--- src/rtl/sync_fifo_pkg.sv ---
// Shared types and helpers for the instruction-queue FIFO.
// The fetch packet type is handed to sync_fifo through its DTYPE parameter.
package sync_fifo_pkg;

    // One fetch packet: instruction word plus the pc it was fetched from.
    typedef struct packed {
        logic [31:0] instr;
        logic [31:0] pc;
    } instr_queue_t;

    // Pointer width: index bits plus one wrap bit to tell full from empty.
    function automatic int unsigned ptr_width(input int unsigned depth);
        return $clog2(depth) + 1;
    endfunction

endpackage

--- src/rtl/sync_fifo.sv ---
// Single-clock first-word-fall-through FIFO of typed entries.
// Head entry is presented combinationally on rdata; rdata reads zero while empty.
// Reset (asynchronous, active-low) drops all entries by clearing the pointers only.
module sync_fifo
    import sync_fifo_pkg::*;
#(
    parameter int unsigned WIDTH = 32,
    parameter int unsigned DEPTH = 32,
    parameter type         DTYPE = logic [WIDTH-1:0]
) (
    input  logic                   clk,
    input  logic                   rst,
    input  logic                   wen,
    input  DTYPE                   wdata,
    input  logic                   ren,
    output DTYPE                   rdata,
    output logic                   full,
    output logic                   empty,
    output logic [$clog2(DEPTH):0] count
);

    localparam int unsigned AW = $clog2(DEPTH);
    localparam int unsigned PW = ptr_width(DEPTH);

    logic [PW-1:0] wptr_q, wptr_d;
    logic [PW-1:0] rptr_q, rptr_d;
    DTYPE          mem_q [DEPTH];
    logic          push;
    logic          pop;

    // Status flags and accept decisions, all derived from the current pointers.
    always_comb begin
        empty = (wptr_q == rptr_q);
        full  = (wptr_q[AW-1:0] == rptr_q[AW-1:0]) && (wptr_q[AW] != rptr_q[AW]);
        count = wptr_q - rptr_q;
        // A push while full is dropped even if a pop frees a slot on the same edge.
        push  = wen && !full;
        pop   = ren && !empty;
    end

    // Pointer next-state; the extra MSB wraps naturally with the adder.
    always_comb begin
        wptr_d = wptr_q + {{AW{1'b0}}, push};
        rptr_d = rptr_q + {{AW{1'b0}}, pop};
    end

    // Pointer registers; reset clears occupancy without touching storage.
    always_ff @(posedge clk or negedge rst) begin
        if (!rst) begin
            wptr_q <= '0;
            rptr_q <= '0;
        end else begin
            wptr_q <= wptr_d;
            rptr_q <= rptr_d;
        end
    end

    // Storage write; no reset so the array maps onto plain flops or RAM.
    always_ff @(posedge clk) begin
        if (push && rst) begin
            mem_q[wptr_q[AW-1:0]] <= wdata;
        end
    end

    // FWFT head; zero while empty so uninitialised storage never leaks out.
    always_comb begin
        rdata = '0;
        if (!empty) begin
            rdata = mem_q[rptr_q[AW-1:0]];
        end
    end

endmodule

--- config.mk ---
export PLATFORM = sky130hd
export DESIGN_NAME = sync_fifo
export DESIGN_NICKNAME = d
export VERILOG_FILES = /design/src/rtl/sync_fifo_pkg.sv /design/src/rtl/sync_fifo.sv
export SDC_FILE = /design/constraint.sdc
export NUM_CORES = 1
export LEC_CHECK = 0
export BUFFER_PORTS_ARGS = -buffer_cell sky130_fd_sc_hd__clkbuf_2
export CAP_MARGIN = 10
export CORE_MARGIN = 2
export CORE_UTILIZATION = 62
export DETAILED_ROUTE_END_ITERATION = 16
export PLACE_DENSITY = 0.76
export SLEW_MARGIN = 20
export SYNTH_ARGS = -nofsm -noshare
export SYNTH_HDL_FRONTEND = slang
export SYNTH_SLANG_ARGS = --single-unit
--- constraint.sdc ---
create_clock -name clk -period 5 [get_ports clk]
set_input_delay 1 -clock clk [delete_from_list [all_inputs] [get_ports clk]]
set_output_delay 1 -clock clk [all_outputs]
set_load 0.01 [all_outputs]
==> impl_metrics.ini, run 1 <==
[power_and_ir_drop]
peakVddDrop_uv = 425.7
p_leak_nw = 14.45
p_total_mw = 25.00
powerDensity_nw_per_um2 = 555.3

[route]
vias_per_cell = 6.912
detail_route.wl_per_cell_um = 32.69
detail-route-antenna-nets = 0
vias = 19960
first_pass_iters = 6
drcViolationCount = 0
wl_mm = 94.41
drtIter0Drc = 2743

[cells_and_area]
drive_gt1_share_pct = 26.64
mostFrequentLayoutCells = 1024 x edfxtp_1, 191 x mux4_2, 130 x mux2i_1
syn_to_final_growth_pct = 13.39
nNetsFinal = 2002
layout_commonest_cell = edfxtp_1
final_core_util_pct = 71.24

[sta]
fin_tns_setup_ps = 0
finalSetupViolCount = 0
clock_skew_ps = 27.65
fin_crit_sh_pct = 99.48
period_minus_slack_ps = 4974
clock.fmax_mhz = 201.0
hold_viol = 0
relSlewSlack_pct = 29.69
worst_pin_slew_ps = 1028
rsz0062_at_grt = false
slew_viol_final = 0

[synth]
syn_inst = 1805
synth_seq_cells = 1036
netlist_area_um2 = 39700
synth_cell_types = 43
synthesis.nets = 1851
syn_avg_cell_area_um2 = 21.99
synth_seq_area_share_pct = 78.21
synth_warnings = 0

[clock_network]
clk_latency_ps = 670
cts_hold_buf = 0
htreeDepth = 3
cts_buffers = 97
post_cts_buffers = 0
cts_resized = 0
cts.clk_slew.worst_paths_ps = 60
root_buffer = clkbuf_16
cts_sinks = 1036
cts_tree = built
cts.path.max_buffers = 3

[global_routing]
grt_max_degree = 64
antenna_found_initial = 7
grt_usage_pct = 29.26
grt_pass1_wl_mm = 139.4
gr-total-overflow = 0
first_global_vias = 20320

[floorplanning]
die_w_um = 257.0
core_area_um2 = 63200
start_util_pct = 62.82
num_rows = 92
io-pin-count = 76
die_h_um = 257.0
die_area_um2 = 66070

[critical_path]
crit_arrival_ps = 3970
crit_path_end_kind = output port
path_class = reg2out
crit_fanout = 54
required_ps = 4000
startpoint_type = flop

[placement]
portBuffers = 75
gp_congestion = 0.8140
place_hpwl_mm = 52.89

[run]
drv_cap = 0

[hold_path]
min-delay-path-class = in2async

[status]
status = complete, no violations
## cell usage after synthesis (all sizes together)
| master | n | area (um2) |
|---|---|---|
| a2111oi | 62 | 639.4 |
| a21boi | 1 | 7.510 |
| a21oi | 3 | 15.01 |
| a22o | 62 | 543.0 |
| a22oi | 1 | 7.510 |
| a31oi | 1 | 6.260 |
| and2 | 1 | 6.260 |
| and3 | 2 | 12.51 |
| and4 | 1 | 8.760 |
| buf | 47 | 372.9 |
| clkbuf | 55 | 206.5 |
| dfrtp | 12 | 300.3 |
| edfxtp | 1024 | 30750 |
| fa | 1 | 20.02 |
| ha | 9 | 112.6 |
| inv | 11 | 41.29 |
| mux2 | 1 | 11.26 |
| mux2i | 130 | 1301 |
| mux4 | 191 | 4302 |
| nand2 | 15 | 56.30 |
| nand3 | 12 | 60.06 |
| nand3b | 1 | 7.510 |
| nand4 | 1 | 6.260 |
| nor2 | 38 | 142.6 |
| nor2b | 4 | 25.02 |
| nor3 | 35 | 175.2 |
| nor3b | 2 | 15.01 |
| o211ai | 1 | 7.510 |
| o21ai | 3 | 15.01 |
| o221ai | 1 | 8.760 |
| o22ai | 62 | 387.9 |
| o311ai | 1 | 8.760 |
| or3b | 1 | 8.760 |
| or4 | 1 | 7.510 |
| xnor2 | 8 | 70.07 |
| xor2 | 4 | 35.03 |
## per-layer routing
metal	GRT usage (%)	share of wire [%]	up-vias
li1	-	-	8009
met1	41.83	38	10560
met2	46.55	49	1217
met3	5.457	9.8	174
met4	9.722	2.8	6
met5	0	0.035	-
## report_power, final
part	internal, mW	switching [mW]	leakage, nW
combinational	3.16	4.34	3.59
sequential	9.88	0.327	9.35
clock	4.14	3.15	1.51
total	17.2	7.81	14.5
## flip-flops by register name, summed over array words and instances, names as in the netlist
signal	count
mem_q	1024
rptr_q	6
wptr_q	6
## kinds of logic after synthesis
group                      count (synthesis)  synth area share [%]
adders and majority gates                 10                0.3341
xor gates and xnor gates                  12                0.2647
buffers and inverters                    113                 1.563
AOI/OAI and AO/OA                        198                 4.147
and+or+nand+nor                          114                 1.339
muxes                                    322                 14.14
DFF                                     1036                 78.21
## critical path, stage by stage, from the launching register on
cell and delay, ps:
dfrtp_4 730, buf_12 440, mux4_2 560, a22o_1 250
a2111oi_0 870, nor3_1 220, clkbuf_2 210
## path summary, 6_finish.rpt
check	from	end	slack (ps)	cells past startpoint
setup / recovery	rptr_q[0]$_DFF_PN0_	rdata[26]	30	6
hold / removal	rst	wptr_q[0]$_DFF_PN0_	240	1
setup reg to reg	rptr_q[0]$_DFF_PN0_	mem_q[22][15]$_DFFE_PP_	1100	9
hold reg to reg	rptr_q[5]$_DFF_PN0_	rptr_q[5]$_DFF_PN0_	500	1
max in group asynchronous	rst	rptr_q[1]$_DFF_PN0_	4470	1
min in group clk	rptr_q[5]$_DFF_PN0_	rptr_q[5]$_DFF_PN0_	500	1
## metrics by stage
stage | setup WS [ps] | hold slack, ps | instances | instance area [um2]
final | 26.00 | 238.8 | 2888 | 45020
after global routing | 44.17 | 248.0 | 2884 | 45010
after detailed placement | 810.1 | 484.9 | 2703 | 41860
after global placement | 457.7 | 477.1 | 2703 | 41850
after floorplan | 1187 | 460.7 | 1805 | 39700
after CTS | 90.24 | 218.5 | 2884 | 45010
## layout make-up
type,count,area [um2]
flip-flops and latches,1036,31060
fillers,3529,18180
multi-input cells,656,8318
clock buffers,122,2542
repair buffers,154,1381
well taps,846,1059
clock inverters,59,604.3
inverters,11,41.29
diodes,4,10.01
No activity file was read; power rests on OpenSTA's default activity.
==> inputs of run 2 (changes only) <==
- CORE_UTILIZATION: 62 -> 65
- PLACE_DENSITY: 0.76 -> 0.79
- clock period: 5 -> 5.9 ns (I/O delays scaled with it)
==> impl_metrics.ini, run 2 (synthesis results as in run 1) <==
[cells_and_area]
final_core_util_pct = 73.92
layout_commonest_cell = edfxtp_1
nNetsFinal = 1999
syn_to_final_growth_pct = 12.38
mostFrequentLayoutCells = 1024 x edfxtp_1, 191 x mux4_2, 130 x mux2i_1
drive_gt1_share_pct = 26.66
largest_reg_flops = 1024

[critical_path]
cp_slowest_cell = dfrtp_4
crit_fanout = 42
startpoint_type = flop
path_class = reg2out
required_ps = 4720
crit_arrival_ps = 4030
crit_chain = buf_4 > mux4_2 > a22o_1 > a2111oi_0 > nor3_1 > clkbuf_2
slowest_delay_ps = 1030
crit_path_end_kind = output port

[global_routing]
first_global_vias = 20780
antenna_found_initial = 5
gr-total-overflow = 0
grt_pass1_wl_mm = 143.6
grt_max_degree = 67
grt_usage_pct = 32.59

[sta]
rsz0062_at_grt = false
finalSetupViolCount = 0
relSlewSlack_pct = 28.08
worst_pin_slew_ps = 1076
hold_viol = 0
fin_tns_setup_ps = 0
period_minus_slack_ps = 5215
fin_crit_sh_pct = 88.39
fin_ws_ps = 685.3
clock_skew_ps = 20.16
clock.fmax_mhz = 191.8
slew_viol_final = 0

[route]
vias_per_cell = 7.233
drtIter0Drc = 3018
drcViolationCount = 0
detail_route.wl_per_cell_um = 35.55
wl_mm = 100.2
dr_wl_met2_mm = 49.49
vias = 20380
route.met3.wl_mm = 11.78
first_pass_iters = 5
top_layer = met5
wl_met1_mm = 34.77
detail-route-antenna-nets = 0

[placement]
place_hpwl_mm = 53.43
post-place-ws_ps = 1406
gp_congestion = 0.8222
portBuffers = 75

[clock_network]
cts.clk_slew.worst_paths_ps = 70
cts_resized = 0
cts_sinks = 1036
cts_buffers = 95
clk_latency_ps = 660
cts_hold_buf = 0
post_cts_buffers = 0
cts_tree = built
root_buffer = clkbuf_16
cts.path.max_buffers = 3
htreeDepth = 3

[floorplanning]
core_area_um2 = 60360
io-pin-count = 76
start_util_pct = 65.78
die_w_um = 251.1
num_rows = 90
die_area_um2 = 63070
die_h_um = 251.1

[power_and_ir_drop]
powerDensity_nw_per_um2 = 473.5
peakVddDrop_uv = 384.1
p_leak_nw = 14.40

[run]
drv_cap = 0

[hold_path]
min-delay-path-class = in2async

[status]
status = complete, no violations
run 2: final cells by class:
cell class	instances	area, um2
diodes	3	7.507
clock buffers	112	2526
clock inverters	65	638.1
fillers	3177	15740
inverters	11	41.29
multi-input cells	656	8312
flip-flops and latches	1036	31060
well taps	782	978.4
repair buffers	153	1049
run 2: metal layers:
layer	GRT usage, %	up-vias
met5	0	-
met4	13.25	6
met3	6.647	260
met2	52.96	1546
met1	44.24	10570
li1	-	8004
run 2: worst max-delay path, delay by kind of cell (launching register included):
kind / cells / cell delay [ps]
multiplexers: 1 / 550
AO/OA/AOI/OAI: 2 / 840
flip-flops: 1 / 1030
AND/OR/NAND/NOR: 1 / 240
buffers and inverters: 2 / 690
run 2: per-stage QoR:
stage               std cells  cell area [um2]  power (mW)  hold WS (ps)
floorplan                1805            39700       12.75         460.7
global placement         2638            41440       14.77         477.1
detailed placement       2638            41440       14.91         488.2
CTS                      2815            44610       21.14         424.4
global route             2816            44610       21.71         458.0
finish                   2818            44610       21.13         440.1
run 2: report_power, final:
group | internal (mW) | switching [mW] | leakage [nW] | total (mW)
Clock | 3.59 | 2.67 | 1.54 | 6.26
Sequential | 8.37 | 0.353 | 9.35 | 8.72
Combinational | 2.56 | 3.58 | 3.51 | 6.15
Total | 14.5 | 6.60 | 14.4 | 21.1
run 2: path summary, 6_finish.rpt:
| path | from | end | slack [ps] | cells after the start |
|---|---|---|---|---|
| worst max-delay path | rptr_q[0]$_DFF_PN0_ | rdata[5] | 690 | 6 |
| worst min-delay path | rst | wptr_q[4]$_DFF_PN0_ | 440 | 1 |
| worst max register to register | rptr_q[1]$_DFF_PN0_ | mem_q[26][4]$_DFFE_PP_ | 1820 | 7 |
| worst min register to register | wptr_q[5]$_DFF_PN0_ | wptr_q[5]$_DFF_PN0_ | 500 | 1 |
| max in group asynchronous | rst | rptr_q[2]$_DFF_PN0_ | 5160 | 1 |
| min in group clk | wptr_q[5]$_DFF_PN0_ | wptr_q[5]$_DFF_PN0_ | 500 | 1 |
==> inputs of run 3 (changes only) <==
- CORE_UTILIZATION: 65 -> 55
- PLACE_DENSITY: 0.79 -> 0.68
==> impl_metrics.ini, run 3 (synthesis results as in run 1) <==
[clock_network]
htreeDepth = 3
cts_sinks = 1036
cts_buffers = 98
cts_resized = 0
cts_hold_buf = 0
cts.path.max_buffers = 3
post_cts_buffers = 0
root_buffer = clkbuf_16
clk_latency_ps = 650
cts.clk_slew.worst_paths_ps = 60
cts_tree = built

[hold_path]
min-delay-path-class = in2async

[sta]
slew_viol_final = 0
worst_pin_slew_ps = 985.3
hold_viol = 0
clock.fmax_mhz = 189.4
fin_tns_setup_ps = 0
fin_crit_sh_pct = 89.47
relSlewSlack_pct = 32.62
finalSetupViolCount = 0
period_minus_slack_ps = 5278
rsz0062_at_grt = false
clock_skew_ps = 23.76
fin_ws_ps = 621.5

[power_and_ir_drop]
peakVddDrop_uv = 319.7
powerDensity_nw_per_um2 = 469.6
p_leak_nw = 14.41

[floorplanning]
die_w_um = 272.7
start_util_pct = 55.54
core_area_um2 = 71490
die_h_um = 272.7
num_rows = 98
io-pin-count = 76
die_area_um2 = 74350

[critical_path]
crit_chain = buf_12 > mux4_2 > a22o_1 > a2111oi_0 > nor3_1 > clkbuf_2
crit_path_end_kind = output port
r2r_end = mem_q[21][12]$_DFFE_PP_
slowest_delay_ps = 850
crit_fanout = 47
startpoint_type = flop
crit_arrival_ps = 4100
cp_slowest_cell = a2111oi_0
r2r_setup_slack_ps = 1830
r2r_start = rptr_q[2]$_DFF_PN0_
required_ps = 4720
path_class = reg2out
reg2reg_depth = 8

[placement]
place_hpwl_mm = 55.34
post-place-ws_ps = 1294
gp_congestion = 0.8360
portBuffers = 75
placed_area_um2 = 41650

[route]
vias_per_cell = 6.594
drtIter0Drc = 2437
detail_route.wl_per_cell_um = 32.37
wl_mm = 96.84
drcViolationCount = 0
vias = 19730
first_pass_iters = 5
detail-route-antenna-nets = 0

[cells_and_area]
design_area_um2 = 44810
drive_gt1_share_pct = 26.48
syn_to_final_growth_pct = 12.86
largest_reg_flops = 1024
mostFrequentLayoutCells = 1024 x edfxtp_1, 191 x mux4_2, 130 x mux2i_1
fillers = 4765
layout_commonest_cell = edfxtp_1
nNetsFinal = 2007

[global_routing]
grt_usage_pct = 26.43
antenna_found_initial = 6
grt_max_degree = 48
grt_pass1_wl_mm = 139.8
gr-total-overflow = 0
first_global_vias = 19980

[run]
drv_cap = 0

[status]
status = complete, no violations
## run 3: cell types whose count changed in the layout (fill, tap and decap cells not counted)
cell | previous run | this run
buf_12 | 7 | 4
clkinv_4 | 3 | 1
a2111oi_0 | 40 | 41
clkinv_1 | 22 | 23
clkinvlp_4 | 7 | 2
clkinv_2 | 18 | 17
clkbuf_8 | 0 | 1
clkbuf_1 | 13 | 20
buf_4 | 71 | 79
a2111oi_1 | 8 | 7
## run 3: per-stage QoR
step	std cells	hold WS (ps)	util (%)	total power, mW
global placement	2811	477.4	58.26	14.92
floorplan	1805	460.7	-	12.75
detailed placement	2811	482.8	58.26	14.99
CTS	2989	433.1	62.67	21.16
global route	2989	463.5	62.67	21.75
finish	2992	456.4	62.68	21.04
## run 3: cell type report
| cell class | instances | area, um2 | share of cell area, % |
|---|---|---|---|
| sequential | 1036 | 31060 | 69.33 |
| multi-input combinational | 656 | 8310 | 18.55 |
| clock buffer | 120 | 2566 | 5.727 |
| tap | 950 | 1189 | 2.653 |
| timing repair buffer | 158 | 1049 | 2.340 |
| clock inverter | 58 | 581.8 | 1.298 |
| inverter | 11 | 41.29 | 0.09215 |
| antenna | 3 | 7.507 | 0.01675 |
## run 3: where the power goes
group	switching [mW]	leakage, nW	internal, mW
registers	0.306	9.35	8.37
clock network	2.61	1.54	3.60
logic	3.60	3.52	2.55
## run 3: how the worst max path moves through the flow
stage                              from                      to  slack, ps  cells past startpoint
finish              rptr_q[0]$_DFF_PN0_                rdata[8]        620                      6
detailed placement  rptr_q[0]$_DFF_PN0_                rdata[8]       1290                      6
global placement    rptr_q[0]$_DFF_PN0_                rdata[8]       1200                      6
CTS                 rptr_q[0]$_DFF_PN0_                rdata[8]        600                      6
floorplan           rptr_q[2]$_DFF_PN0_  mem_q[18][0]$_DFFE_PP_       2090                     10
global route        rptr_q[0]$_DFF_PN0_                rdata[8]        410                      6
## run 3: critical path: cells and delay by family, from the launching register on
kind | cells | cell delay, ps
AOI/OAI and AO/OA | 2 | 1120
DFF | 1 | 760
buffers and inverters | 2 | 630
muxes | 1 | 570
and+or+nand+nor | 1 | 300
## run 3: routing by layer
metal / up-vias / wire (um) / GRT usage, %
met2: 968 / 47130 / 41.96
met4: 4 / 2292 / 7.895
met3: 162 / 9022 / 4.437
met1: 10560 / 38370 / 38.37
li1: 8031 / - / -
met5: - / 28 / 0
